==> src/rtl/rtc_pkg.sv <==
// -----------------------------------------------------------------------------
// rtc_pkg
// Shared definitions for the RTC bus readers: the bus FSM state encoding, the
// RTC register map, and the BCD validity / BCD-to-binary helpers.
// The BCD helpers take the 7 data bits that hold BCD; bit 7 of an RTC register
// is a flag bit, so the caller drops it before calling.
// -----------------------------------------------------------------------------
package rtc_pkg;

  typedef enum logic [2:0] {
    ST_IDLE  = 3'd0,
    ST_ADDR  = 3'd1,
    ST_TURN  = 3'd2,
    ST_READ  = 3'd3,
    ST_CHECK = 3'd4
  } rtc_state_e;

  // RTC register map
  localparam logic [7:0] RTC_MIN_ADDR = 8'h22;

  // tens digit 0..5 and units digit 0..9
  function automatic logic bcd_valid(input logic [6:0] d);
    return (d[6:4] <= 3'd5) && (d[3:0] <= 4'd9);
  endfunction

  // tens*10 + units in 7 bits, truncated to 6 (<= 59 for valid input)
  function automatic logic [5:0] bcd_to_bin6(input logic [6:0] d);
    logic [6:0] sum;
    sum = ({4'b0000, d[6:4]} * 7'd10) + {3'b000, d[3:0]};
    return sum[5:0];
  endfunction

endpackage

==> src/rtl/bcd_to_bin.sv <==
// -----------------------------------------------------------------------------
// bcd_to_bin
// Combinational RTC BCD register decoder, shared by the minute and hour readers.
// Ports:
//   i_bcd   [7:0] raw register byte (bit 7 is ignored)
//   o_bin   [5:0] binary value, meaningful only when o_valid = 1
//   o_valid       1 = both BCD digits in range
// -----------------------------------------------------------------------------
module bcd_to_bin
  import rtc_pkg::*;
(
  input  logic [7:0] i_bcd,
  output logic [5:0] o_bin,
  output logic       o_valid
);

  // bit 7 is an RTC flag bit, not part of the BCD value
  logic w_unused_flag;
  assign w_unused_flag = i_bcd[7];

  assign o_valid = bcd_valid(i_bcd[6:0]);
  assign o_bin   = bcd_to_bin6(i_bcd[6:0]);

endmodule

==> src/rtl/rtc_min_reader.sv <==
// -----------------------------------------------------------------------------
// rtc_min_reader
// Polls the RTC minutes register over the multiplexed address/data bus and
// publishes the live minute value in binary.
// Transaction: ADDR (T_PHASE) -> TURN (T_PHASE) -> READ (T_PHASE) -> CHECK (1).
// Requests come from i_start or from the free-running poll timer; requests that
// arrive while a transaction is in progress are dropped.
// Optional build macro MIN_DOUBLE_READ_EN: each request reads the register twice
// back to back and accepts the value only if both samples agree (guards against
// the RTC rolling over mid-read); disagreeing pairs are retried, up to 4 pairs.
// Ports:
//   clk, rst        clock, synchronous active-high reset
//   i_start         one-cycle request for an immediate read
//   i_ad_in   [7:0] bus data from RTC
//   o_ad_out  [7:0] bus value driven to RTC, o_ad_oe = drive enable
//   o_cs_n, o_rd_n, o_wr_n, o_ad_n   active-low RTC strobes (o_ad_n=0: address)
//   o_min_bin [5:0] last valid minute, o_min_valid pulses when it updates
//   o_busy          transaction in progress
//   o_bcd_err       sticky error, cleared by the next good read
// -----------------------------------------------------------------------------
module rtc_min_reader
  import rtc_pkg::*;
#(
  parameter logic [7:0] MIN_ADDR = RTC_MIN_ADDR,
  parameter int         T_PHASE  = 4,
  parameter int         POLL_DIV = 1000000
) (
  input  logic       clk,
  input  logic       rst,
  input  logic       i_start,
  input  logic [7:0] i_ad_in,
  output logic [7:0] o_ad_out,
  output logic       o_ad_oe,
  output logic       o_cs_n,
  output logic       o_rd_n,
  output logic       o_wr_n,
  output logic       o_ad_n,
  output logic [5:0] o_min_bin,
  output logic       o_min_valid,
  output logic       o_busy,
  output logic       o_bcd_err
);

  localparam int             PW         = (T_PHASE > 1) ? $clog2(T_PHASE) : 1;
  localparam logic [PW-1:0]  PHASE_LAST = PW'(T_PHASE - 1);
  localparam int             TW         = $clog2(POLL_DIV);
  localparam logic [TW-1:0]  POLL_LAST  = TW'(POLL_DIV - 1);

  rtc_state_e    r_state;
  rtc_state_e    w_next_state;
  logic [PW-1:0] r_phase;
  logic [TW-1:0] r_poll_cnt;
  logic          w_phase_end;
  logic          w_poll_tc;
  logic          w_req;
  logic          w_read_done;
  logic          w_to_addr;
  logic          w_more_xfer;
  logic          w_retry;

  logic [5:0]    w_bcd_bin;
  logic          w_bcd_valid;

  logic [7:0]    r_ad_out;
  logic          r_ad_oe, r_cs_n, r_rd_n, r_wr_n, r_ad_n, r_busy;
  logic [7:0]    w_ad_out_d;
  logic          w_ad_oe_d, w_cs_n_d, w_rd_n_d, w_wr_n_d, w_ad_n_d;
  logic [5:0]    r_min_bin;
  logic          r_min_valid;
  logic          r_bcd_err;

  assign w_phase_end = (r_phase == PHASE_LAST);
  assign w_poll_tc   = (r_poll_cnt == POLL_LAST);
  assign w_req       = i_start | w_poll_tc;
  assign w_read_done = (r_state == ST_READ) && w_phase_end;

  // Decode straight off the bus so the result is ready on the edge that
  // closes READ and is visible during CHECK.
  bcd_to_bin u_bcd (
    .i_bcd   (i_ad_in),
    .o_bin   (w_bcd_bin),
    .o_valid (w_bcd_valid)
  );

  // Poll timer: free-runs 0..POLL_DIV-1, never paused by a transaction
  always_ff @(posedge clk) begin
    if (rst) begin
      r_poll_cnt <= {TW{1'b0}};
    end else if (w_poll_tc) begin
      r_poll_cnt <= {TW{1'b0}};
    end else begin
      r_poll_cnt <= r_poll_cnt + TW'(1);
    end
  end

  // FSM state register
  always_ff @(posedge clk) begin
    if (rst) begin
      r_state <= ST_IDLE;
    end else begin
      r_state <= w_next_state;
    end
  end

  // Phase length counter, restarted on every state change
  always_ff @(posedge clk) begin
    if (rst) begin
      r_phase <= {PW{1'b0}};
    end else if (w_next_state != r_state) begin
      r_phase <= {PW{1'b0}};
    end else if (!w_phase_end) begin
      r_phase <= r_phase + PW'(1);
    end else begin
      r_phase <= r_phase;
    end
  end

  // FSM next-state logic
  always_comb begin
    w_next_state = r_state;
    case (r_state)
      ST_IDLE: begin
        if (w_req) w_next_state = ST_ADDR;
        else       w_next_state = ST_IDLE;
      end
      ST_ADDR: begin
        if (w_phase_end) w_next_state = ST_TURN;
        else             w_next_state = ST_ADDR;
      end
      ST_TURN: begin
        if (!w_phase_end)   w_next_state = ST_TURN;
        else if (w_to_addr) w_next_state = ST_ADDR;
        else                w_next_state = ST_READ;
      end
      ST_READ: begin
        if (!w_phase_end)     w_next_state = ST_READ;
        else if (w_more_xfer) w_next_state = ST_TURN;
        else                  w_next_state = ST_CHECK;
      end
      ST_CHECK: begin
        if (w_retry) w_next_state = ST_ADDR;
        else         w_next_state = ST_IDLE;
      end
      default: w_next_state = ST_IDLE;
    endcase
  end

  // FSM output decode, from the next state so the registered bus pins line
  // up with the state register
  always_comb begin
    w_cs_n_d   = 1'b1;
    w_rd_n_d   = 1'b1;
    w_wr_n_d   = 1'b1;
    w_ad_n_d   = 1'b1;
    w_ad_oe_d  = 1'b0;
    w_ad_out_d = r_ad_out;
    case (w_next_state)
      ST_ADDR: begin
        w_cs_n_d   = 1'b0;
        w_ad_n_d   = 1'b0;
        w_wr_n_d   = 1'b0;
        w_ad_oe_d  = 1'b1;
        w_ad_out_d = MIN_ADDR;
      end
      ST_READ: begin
        w_cs_n_d = 1'b0;
        w_rd_n_d = 1'b0;
      end
      ST_IDLE, ST_TURN, ST_CHECK: begin
        w_cs_n_d  = 1'b1;
        w_ad_oe_d = 1'b0;
      end
      default: begin
        w_cs_n_d  = 1'b1;
        w_ad_oe_d = 1'b0;
      end
    endcase
  end

  // Registered bus pins and busy flag
  always_ff @(posedge clk) begin
    if (rst) begin
      r_cs_n   <= 1'b1;
      r_rd_n   <= 1'b1;
      r_wr_n   <= 1'b1;
      r_ad_n   <= 1'b1;
      r_ad_oe  <= 1'b0;
      r_ad_out <= 8'h00;
      r_busy   <= 1'b0;
    end else begin
      r_cs_n   <= w_cs_n_d;
      r_rd_n   <= w_rd_n_d;
      r_wr_n   <= w_wr_n_d;
      r_ad_n   <= w_ad_n_d;
      r_ad_oe  <= w_ad_oe_d;
      r_ad_out <= w_ad_out_d;
      r_busy   <= (w_next_state != ST_IDLE);
    end
  end

`ifdef MIN_DOUBLE_READ_EN
  logic       r_pass;     // 1 while the second read of a pair is in flight
  logic       r_between;  // TURN between the two reads, goes back to ADDR
  logic       r_retry;
  logic [1:0] r_pairs;
  logic [7:0] r_sample;

  assign w_to_addr   = r_between;
  assign w_more_xfer = ~r_pass;
  assign w_retry     = r_retry;

  // Tracks which read of the pair is running
  always_ff @(posedge clk) begin
    if (rst) begin
      r_pass    <= 1'b0;
      r_between <= 1'b0;
    end else if (w_read_done) begin
      r_pass    <= ~r_pass;
      r_between <= ~r_pass;
    end else if ((r_state == ST_TURN) && w_phase_end) begin
      r_pass    <= r_pass;
      r_between <= 1'b0;
    end else begin
      r_pass    <= r_pass;
      r_between <= r_between;
    end
  end

  // Sample capture, pair compare/retry and result publication
  always_ff @(posedge clk) begin
    if (rst) begin
      r_min_bin   <= 6'd0;
      r_min_valid <= 1'b0;
      r_bcd_err   <= 1'b0;
      r_sample    <= 8'h00;
      r_retry     <= 1'b0;
      r_pairs     <= 2'd0;
    end else begin
      r_min_valid <= 1'b0;
      if (r_state == ST_IDLE) begin
        r_pairs <= 2'd0;
        r_retry <= 1'b0;
      end
      if (w_read_done && !r_pass) begin
        r_sample <= i_ad_in;
      end else if (w_read_done) begin
        if (i_ad_in == r_sample) begin
          r_retry <= 1'b0;
          if (w_bcd_valid) begin
            r_min_bin   <= w_bcd_bin;
            r_min_valid <= 1'b1;
            r_bcd_err   <= 1'b0;
          end else begin
            r_bcd_err <= 1'b1;
          end
        end else if (r_pairs == 2'd3) begin
          // fourth disagreeing pair: give up and hold the last good value
          r_retry   <= 1'b0;
          r_bcd_err <= 1'b1;
        end else begin
          r_retry <= 1'b1;
          r_pairs <= r_pairs + 2'd1;
        end
      end
    end
  end
`else
  assign w_to_addr   = 1'b0;
  assign w_more_xfer = 1'b0;
  assign w_retry     = 1'b0;

  // Result publication on the edge that closes READ
  always_ff @(posedge clk) begin
    if (rst) begin
      r_min_bin   <= 6'd0;
      r_min_valid <= 1'b0;
      r_bcd_err   <= 1'b0;
    end else begin
      r_min_valid <= 1'b0;
      if (w_read_done) begin
        if (w_bcd_valid) begin
          r_min_bin   <= w_bcd_bin;
          r_min_valid <= 1'b1;
          r_bcd_err   <= 1'b0;
        end else begin
          r_bcd_err <= 1'b1;
        end
      end
    end
  end
`endif

  assign o_ad_out    = r_ad_out;
  assign o_ad_oe     = r_ad_oe;
  assign o_cs_n      = r_cs_n;
  assign o_rd_n      = r_rd_n;
  assign o_wr_n      = r_wr_n;
  assign o_ad_n      = r_ad_n;
  assign o_busy      = r_busy;
  assign o_min_bin   = r_min_bin;
  assign o_min_valid = r_min_valid;
  assign o_bcd_err   = r_bcd_err;

endmodule

==> config.mk <==
export PLATFORM = sky130hd
export DESIGN_NAME = rtc_min_reader
export DESIGN_NICKNAME = d
export VERILOG_FILES = /design/src/rtl/rtc_pkg.sv /design/src/rtl/bcd_to_bin.sv /design/src/rtl/rtc_min_reader.sv
export SDC_FILE = /design/constraint.sdc
export NUM_CORES = 1
export LEC_CHECK = 0
export ABC_AREA = 1
export BUFFER_PORTS_ARGS = -buffer_cell sky130_fd_sc_hd__buf_2
export CAP_MARGIN = 20
export CELL_PAD_IN_SITES_DETAIL_PLACEMENT = 0
export CELL_PAD_IN_SITES_GLOBAL_PLACEMENT = 1
export CORE_MARGIN = 3
export CORE_UTILIZATION = 40
export CTS_CLUSTER_SIZE = 30
export DETAILED_ROUTE_END_ITERATION = 7
export GPL_ROUTABILITY_DRIVEN = 0
export PLACE_DENSITY = 0.87
export SETUP_SLACK_MARGIN = 0.5
export SLEW_MARGIN = 10
export SYNTH_ARGS = -nofsm -noshare
export SYNTH_HDL_FRONTEND = slang
export SYNTH_HIERARCHICAL = 1
export SYNTH_SLANG_ARGS = --single-unit
==> constraint.sdc <==
create_clock -name clk -period 1.6 [get_ports clk]
set_input_delay 0.32 -clock clk [delete_from_list [all_inputs] [get_ports clk]]
set_output_delay 0.32 -clock clk [all_outputs]
set_load 0.03 [all_outputs]
* After elaboration in Yosys (flattened, before gate mapping)
Index checks and enable logic that the tools add are counted.
** Cells by class
- Mux-type cells :: 11
- Equality and inequality tests :: 8
- Bitwise gates (word level) :: 2
- $lt $le $gt $ge :: 2
- Multiply operators :: 1
- Add/sub/neg operators :: 3
- Reductions and logical operators :: 9
** Operators with widths (number)
- 20-bit by 1-bit adder with 20-bit output, second input constant :: 1
- 20-bit == test, second input constant :: 1
- 3-bit case mux with 4 select lines :: 1
- 3-bit by 2-bit == test with 1-bit output, second input constant :: 3
- 1-bit two-way mux :: 8
- 2-bit OR reduction :: 4
- 6-bit by 4-bit adder with 6-bit output :: 1
- 3-bit by 1-bit == test with 1-bit output, second input constant :: 2
- 3-bit by 3-bit multiplier with 5-bit output, second input constant :: 1
- 4-bit less-or-equal comparator, second input constant :: 1
- 3-bit less-or-equal comparator, second input constant :: 1
- 3-bit logical NOT :: 1
- 3-bit two-way mux :: 1
- 3-bit != test :: 1
- 3-bit nonzero test :: 1
- 2-bit by 1-bit adder with 2-bit output, second input constant :: 1
- 2-bit == test, second input constant :: 1
- 1-bit logical AND :: 2
- 2-bit two-way mux :: 1
- 2-bit AND reduction :: 1
- 1-bit NOT :: 1
- 1-bit bitwise OR :: 1
** Word-level totals
- Output and inout bits :: 22
- Flip-flop bits (word level) :: 39
- Input bits :: 11
- Logic and storage cells :: 48

* Logic depth before layout (Yosys ltp)
Gate-level depths: netlist of the first run.
- Depth in word-level cells :: 7
- Depth in mapped cells :: 11

* By module
Netlist of the first run, hierarchy kept.
** Modules (own cells, without submodules)
- rtc_min_reader :: area each 1781.7 um^2, cells an instance 235, instances 1, sequential area each 780.7 um^2
- bcd_to_bin :: area each 211.5 um^2, cells an instance 30, instances 1, sequential area each 0.0 um^2

* Least setup slack after synthesis of the first run
OpenSTA, ideal clock, no wires.
- Path type :: flip-flop to flip-flop
- Start point :: reg r_poll_cnt[0]
- End point :: reg r_poll_cnt[14]
- Path slack :: 0.173 ns
- Buffers on the path :: 0
- Setup time :: 0.117 ns
- Cell stages (with the launch flop) :: 9
- Arrival :: 1.309 ns
- Cells stage by stage :: dfxtp_1 ha_1 nand3_2 nor2_2 nand4_2 nor2_2 nand2_1 o21bai_1 a21oi_1
** Between the ends
- Longest elaborated chain between the ends :: 2
** RTL lines
- start, declared :: RTL line rtc_min_reader.sv:52 : logic [TW-1:0] r_poll_cnt;
- start signal, assigned :: RTL line rtc_min_reader.sv:88 : r_poll_cnt <= {TW{1'b0}};
- start signal, assigned :: RTL line rtc_min_reader.sv:90 : r_poll_cnt <= {TW{1'b0}};
- start signal, assigned :: RTL line rtc_min_reader.sv:92 : r_poll_cnt <= r_poll_cnt + TW'(1);
- parallel branches: the longest is 2 deep, another holds 20-bit by 1-bit adder with 20-bit output
Parallel ways; which one is timed is not known.
A chain may end at the register's enable or synchronous reset.

* Worst setup path in the final report of the first run
- Start point :: reg r_poll_cnt[12]
- End point :: reg r_poll_cnt[10]
** Between the ends
- Longest elaborated chain between the ends :: 2
** RTL lines
- 20-bit == test :: RTL line rtc_min_reader.sv:73 : assign w_poll_tc = (r_poll_cnt == POLL_LAST);
- 2-bit OR reduction (no source line)
Every way passes these cells.

==> results.sh, run 1 <==
export IMPL_min_path_type="in2reg"
export IMPL_ys_types=30
export IMPL_area_delta_synth_final_pct=50.78
export IMPL_overflow=0
export IMPL_synth_avg_cell_area_sq_um=7.521
export IMPL_num_rows=25
export IMPL_p_per_area_nw_per_um2=748.1
export IMPL_cts_tree="built"
export IMPL_critPathCaptureType="flip-flop"
export IMPL_whs_ps=238.4
export IMPL_via_count=1898
export IMPL_finalCriticalPeriod_ps=1370
export IMPL_start_util_pct=41.92
export IMPL_yosysTopAreaCell="dfxtp_1"
export IMPL_io_pins=33
export IMPL_fin_skew_ps=8.543
export IMPL_port_buffers=25
export IMPL_clock_path_buffers=2
export IMPL_drc=0
export IMPL_r2r_start="r_poll_cnt[12]"
export IMPL_hold_buffers=0
export IMPL_required_ps=1790
export IMPL_critical_path_cell_chain="nor2_1 > nand2_1 > nor2_2 > nand3_4 > buf_12 > nand2_8 > buf_12 > nor2_2"
export IMPL_max_freq_mhz=729.7
export IMPL_cts_root_buf="clkbuf_8"
export IMPL_crit_start="r_poll_cnt[12]"
export IMPL_grt_pass1_vias=1880
export IMPL_synth_top_area_share_pct=39.17
export IMPL_p_leak_uw=0.001238
export IMPL_die_w_microns=76.59
export IMPL_worstSetupPathType="reg2reg"
export IMPL_synthTopCellsByArea="dfxtp_1 39%, nand2_1 11%, inv_1 5.8%"
export IMPL_min_period_over_period_pct=85.65
export IMPL_start_kind="flip-flop"
export IMPL_drive_gt1_share_pct=52.62
export IMPL_yosysSeqAreaShare_pct=39.17
export IMPL_via_per_inst=4.842
export IMPL_synth_edff_count=0
export IMPL_numCtsBuffers=5
export IMPL_yosys_warnings=6
export IMPL_peakVddDrop_mv=0.4833
export IMPL_track_usage_pct=16.65
export IMPL_antenna_found_initial=0
export IMPL_clk_pin_slew_ps=80
export IMPL_grt_pass1_wl_microns=8038
export IMPL_cap_viol_max_count=0
export IMPL_fin_util_pct=63.21
export IMPL_post_dp_hpwl_microns=3029
export IMPL_finalNetCount=344
export IMPL_syn_inst=265
export IMPL_drt_iter0_drc=69
export IMPL_worstPathArrival_ps=1560
export IMPL_slowest_delay_ps=360
export IMPL_slowest_stage="dfxtp_2"
export IMPL_wl_per_cell_microns=12.06
export IMPL_critPathMaxFanout=7
export IMPL_synth_top_flop_cell="dfxtp_1"
export IMPL_synthArstFlopShare_pct=0
export IMPL_ys_seq_elements=39
export IMPL_die_h_microns=76.59
export IMPL_finalSetupViolCount=0
export IMPL_drt_total_wl_microns=4726
export IMPL_path_buf_inv=2
export IMPL_rsz0062_at_grt="yes"
export IMPL_num_antenna_cells=0
export IMPL_slew_violations=0
export IMPL_synth_area_sq_um=1993
export IMPL_r2r_slack_ps=230
export IMPL_coreArea_sq_um=4755
export IMPL_ant_nets=0
export IMPL_clkLatencyLatePin_ps=290
export IMPL_worstHoldStart="i_ad_in[0]"
export IMPL_crit_family="simple AND/OR/NAND/NOR gates"
export IMPL_setup_tns_final_ps=0
export IMPL_die_area_sq_um=5866
export IMPL_status="finished clean"
export IMPL_cts_sinks=39
export IMPL_finalHoldViolCount=0
export IMPL_grt_max_degree=13
export IMPL_drt_first_pass_iters=6
export IMPL_fill_cells=428
export IMPL_cts_htree_levels=2
tightest hold or removal path: cells and delay by family:
family | cells | cell delay, ps
AND/OR/NAND/NOR | 1 | 40
AO/OA/AOI/OAI | 1 | 60
buffers and inverters | 1 | 80
timing repair:
item / CTS / global route
setup buffers: 22 / 7
endpoints found under the setup margin: 53 / 49
gates resized for setup: 73 / 36
pin swaps: 24 / 15
where the power goes:
group | internal (uW) | total (uW) | switching (uW) | leakage, uW
clock network | 505 | 855 | 350 | 0.0000612
logic | 155 | 361 | 205 | 0.000846
registers | 1000 | 1030 | 31.7 | 0.000331
total | 1660 | 2250 | 587 | 0.00124
flip-flops by register name, indices dropped and copies added, names as in the netlist:
| register | flops |
|---|---|
| o_ad_n | 1 |
| o_ad_oe | 1 |
| o_ad_out | 1 |
| o_bcd_err | 1 |
| o_busy | 1 |
| o_cs_n | 1 |
| o_min_bin | 6 |
| o_min_valid | 1 |
| o_rd_n | 1 |
| r_phase | 2 |
| r_poll_cnt | 20 |
| r_state | 3 |
layer usage:
metal | global-route usage [%] | part of all wire, % | wire, microns | up-vias
met5 | 0 | 0 | 0 | -
met2 | 31.37 | 55 | 2582 | 35
li1 | - | - | - | 946
met4 | 5.616 | 0.83 | 39 | 0
met1 | 17.48 | 40 | 1867 | 911
met3 | 4.846 | 5.0 | 237 | 6
cells in the mapped netlist (3+ instances only):
cell type  count
xnor2_1        3
ha_1           8
nand3_1       12
o21ai_0       10
nor2_1        29
nand4_1        6
a21oi_1        8
nor3_1         8
xor2_1         9
inv_2          6
nand3_2        3
inv_1         31
buf_4         10
nor2_2         7
dfxtp_1       39
nand2_1       58
stage by stage:
stage | std cells | setup slack (ps) | cell area [sq um] | total power (uW)
2_1_floorplan | 270 | 280.9 | 2187 | 1288
3_3_place_gp | 355 | 120.2 | 2344 | 1336
3_5_place_dp | 355 | 93.37 | 2344 | 1342
4_1_cts | 385 | 234.4 | 2846 | 2241
5_1_grt | 392 | 154.7 | 3005 | 2337
6_report | 392 | 229.6 | 3005 | 2248
cell families after synthesis:
logic type / synth area share (%)
AND/OR/NAND/NOR: 30.63
buffers and inverters: 10.73
flip-flops: 39.17
AO/OA/AOI/OAI: 7.471
XOR/XNOR: 5.274
adder cells (fa/ha/maj): 6.027
other: 0.1881
multiplexers: 0.5022
layout by cell type (no fill, tap or decap), drive strengths merged:
master	n
bufinv	1
conb	6
nor2	37
mux2i	1
a21boi	1
buf	57
a31oi	2
o21ai	11
nand4	7
a21oi	8
xnor2	3
xor2	9
clkbuf	6
ha	8
inv	37
fa	1
clkinv	1
nand3	15
o21bai	2
o21a	1
dfxtp	39
a211oi	1
nand2	60
nor3	11
layout make-up:
cell class / instances / area [sq um] / area share [%]
clock buffer: 6 / 82.58 / 2.748
clock inverter: 2 / 35.03 / 1.166
timing repair buffer: 57 / 501.7 / 16.69
inverter: 37 / 141.4 / 4.704
tap: 67 / 83.83 / 2.789
sequential: 39 / 832.0 / 27.69
multi-input combinational: 184 / 1329 / 44.21
worst paths after layout:
kind / to / depth (start not counted)
worst max-delay path: r_poll_cnt[10] / 8
worst min-delay path: o_min_bin[0] / 3
worst max register to register: r_poll_cnt[10] / 8
worst min register to register: r_poll_cnt[0] / 1
(Power assumes the default switching activity.)
==> run 2: changes to the inputs <==
- GPL_TIMING_DRIVEN: default -> 0
==> run 2 against run 1 <==
  * Design area down 0.83%
  * Sequential cell count unchanged
  * Clock power down 20%
  * First-iteration DRC count decreased by 28%
  * Utilization is 0.53 points lower
  * Setup slack worse by 5.1 ps
  * Count of clock-buffer cells in the layout fell by 1
  * Cell count increased by 1.0%
  * Routed wire length decreased by 5.1%
  * Fmax shrank 0.37%
  * Clock skew grew 3.3 ps
  * Global-route usage shrank 1.1 points
  * Highest routed layer unchanged
==> results.sh, run 2 (synthesized netlist as in run 1, its figures left out) <==
export IMPL_ant_nets=0
export IMPL_num_rows=25
export IMPL_cts_tree="built"
export IMPL_final_cell_mix="48 x nand2_1, 30 x buf_4, 27 x inv_1, 26 x dfxtp_2"
export IMPL_worstSetupPathType="reg2reg"
export IMPL_path_buf_inv=1
export IMPL_clk_pin_slew_ps=90
export IMPL_grt_max_degree=15
export IMPL_die_area_sq_um=5866
export IMPL_antenna_found_initial=0
export IMPL_clock_path_buffers=2
export IMPL_worstHoldStart="i_ad_in[0]"
export IMPL_overflow=0
export IMPL_drt_iter0_drc=50
export IMPL_r2r_start="r_poll_cnt[0]"
export IMPL_cts_sinks=39
export IMPL_drc=0
export IMPL_drive_gt1_share_pct=49.54
export IMPL_reg2reg_depth=10
export IMPL_r2r_slack_ps=220
export IMPL_critPathMaxFanout=4
export IMPL_critPathCaptureType="flip-flop"
export IMPL_fin_skew_ps=11.81
export IMPL_numCtsBuffers=5
export IMPL_port_buffers=24
export IMPL_slowest_stage="dfxtp_4"
export IMPL_wl_per_cell_microns=11.33
export IMPL_critical_path_cell_chain="ha_4 > nand3_4 > nor2_4 > nand3_4 > nand2_4 > nand2_2 > nand3_2 > nand2_2 > inv_2 > nand2_1"
export IMPL_drt_first_pass_iters=4
export IMPL_io_pins=33
export IMPL_die_w_microns=76.59
export IMPL_crit_start="r_poll_cnt[0]"
export IMPL_place_area_sq_um=2391
export IMPL_p_per_area_nw_per_um2=695.7
export IMPL_track_usage_pct=15.58
export IMPL_start_kind="flip-flop"
export IMPL_worstPathArrival_ps=1570
export IMPL_required_ps=1800
export IMPL_cap_viol_max_count=0
export IMPL_status="finished clean"
export IMPL_fin_util_pct=62.68
export IMPL_drt_total_wl_microns=4485
export IMPL_grt_pass1_wl_microns=7493
export IMPL_peakVddDrop_mv=0.3973
export IMPL_r2r_end="o_rd_n"
export IMPL_slowest_delay_ps=370
export IMPL_dp_cells=361
export IMPL_slew_violations=0
export IMPL_setup_tns_final_ps=0
export IMPL_finalCriticalPeriod_ps=1376
export IMPL_start_util_pct=41.92
export IMPL_hold_end="o_min_bin[0]"
export IMPL_cts_root_buf="clkbuf_8"
export IMPL_final_common_cell="nand2_1"
export IMPL_cts_htree_levels=2
export IMPL_finalNetCount=348
export IMPL_fill_cells=417
export IMPL_min_period_over_period_pct=85.97
export IMPL_instances_no_fill=396
export IMPL_fin_area_sq_um=2980
export IMPL_grt_pass1_vias=1787
export IMPL_clkLatencyLatePin_ps=290
export IMPL_p_leak_uw=0.001320
export IMPL_die_h_microns=76.59
export IMPL_whs_path_depth=3
export IMPL_crit_family="simple AND/OR/NAND/NOR gates"
export IMPL_max_freq_mhz=727.0
export IMPL_rsz0062_at_grt="yes"
export IMPL_min_path_type="in2reg"
export IMPL_area_delta_synth_final_pct=49.53
export IMPL_via_count=1848
export IMPL_finalSetupViolCount=0
export IMPL_coreArea_sq_um=4755
export IMPL_post_dp_hpwl_microns=3009
export IMPL_num_antenna_cells=0
export IMPL_largest_reg_flops=20
export IMPL_finalHoldViolCount=0
export IMPL_regMostFlops="r_poll_cnt"
export IMPL_via_per_inst=4.667
export IMPL_power_uw=2073
run 2: layout make-up:
class | count | area (sq um) | share of cell area (%)
Multi-Input combinational cell | 184 | 1290 | 43.28
Sequential cell | 39 | 847.1 | 28.42
Timing Repair Buffer | 51 | 437.9 | 14.69
Inverter | 37 | 143.9 | 4.828
Buffer | 10 | 86.33 | 2.897
Tap cell | 67 | 83.83 | 2.813
Clock buffer | 5 | 68.82 | 2.309
Clock inverter | 3 | 22.52 | 0.7557
run 2: power breakdown:
part / leakage (uW) / internal (uW) / switching, uW
clock: 0.0000451 / 313 / 370
combinational: 0.000940 / 166 / 199
sequential: 0.000334 / 994 / 31.2
total: 0.00132 / 1470 / 600
run 2: how the worst max path moves through the flow:
stage	to	slack, ps	cells past startpoint
2_1_floorplan	r_poll_cnt[14]	280	8
3_3_place_gp	r_phase[0]	110	10
3_5_place_dp	o_min_bin[5]	90	10
4_1_cts	r_poll_cnt[14]	250	8
5_1_grt	o_rd_n	120	10
6_report	o_rd_n	220	10
run 2: repair_timing:
| action | in CTS | in global routing |
|---|---|---|
| resized for setup | 83 | 23 |
| setup endpoints to repair | 53 | 53 |
| cloned | 0 | 0 |
| hold buffers | 0 | 0 |
| setup buffers | 18 | 9 |
| pin swaps | 14 | 16 |
run 2: worst register-to-register path: stages (launching register included):
cell,delay [ps]
dfxtp_4,370
ha_4,150
nand3_4,100
nor2_4,140
nand3_4,110
nand2_4,90
nand2_2,50
nand3_2,90
nand2_2,80
inv_2,70
nand2_1,40
run 2: layer usage:
metal	vias up	global-route usage [%]	wire length (microns)
met2	42	27.77	2280
li1	952	-	-
met1	848	17.86	1957
met5	-	0	0
met3	6	4.492	210
met4	0	4.891	36
run 2: metrics by stage:
| step | setup slack, ps | hold slack, ps |
|---|---|---|
| 2_1_floorplan | 280.9 | 381.7 |
| 4_1_cts | 245.6 | 222.3 |
| 5_1_grt | 118.5 | 237.9 |
| 3_3_place_gp | 107.0 | 427.7 |
| 6_report | 224.5 | 230.3 |
| 3_5_place_dp | 93.91 | 436.7 |
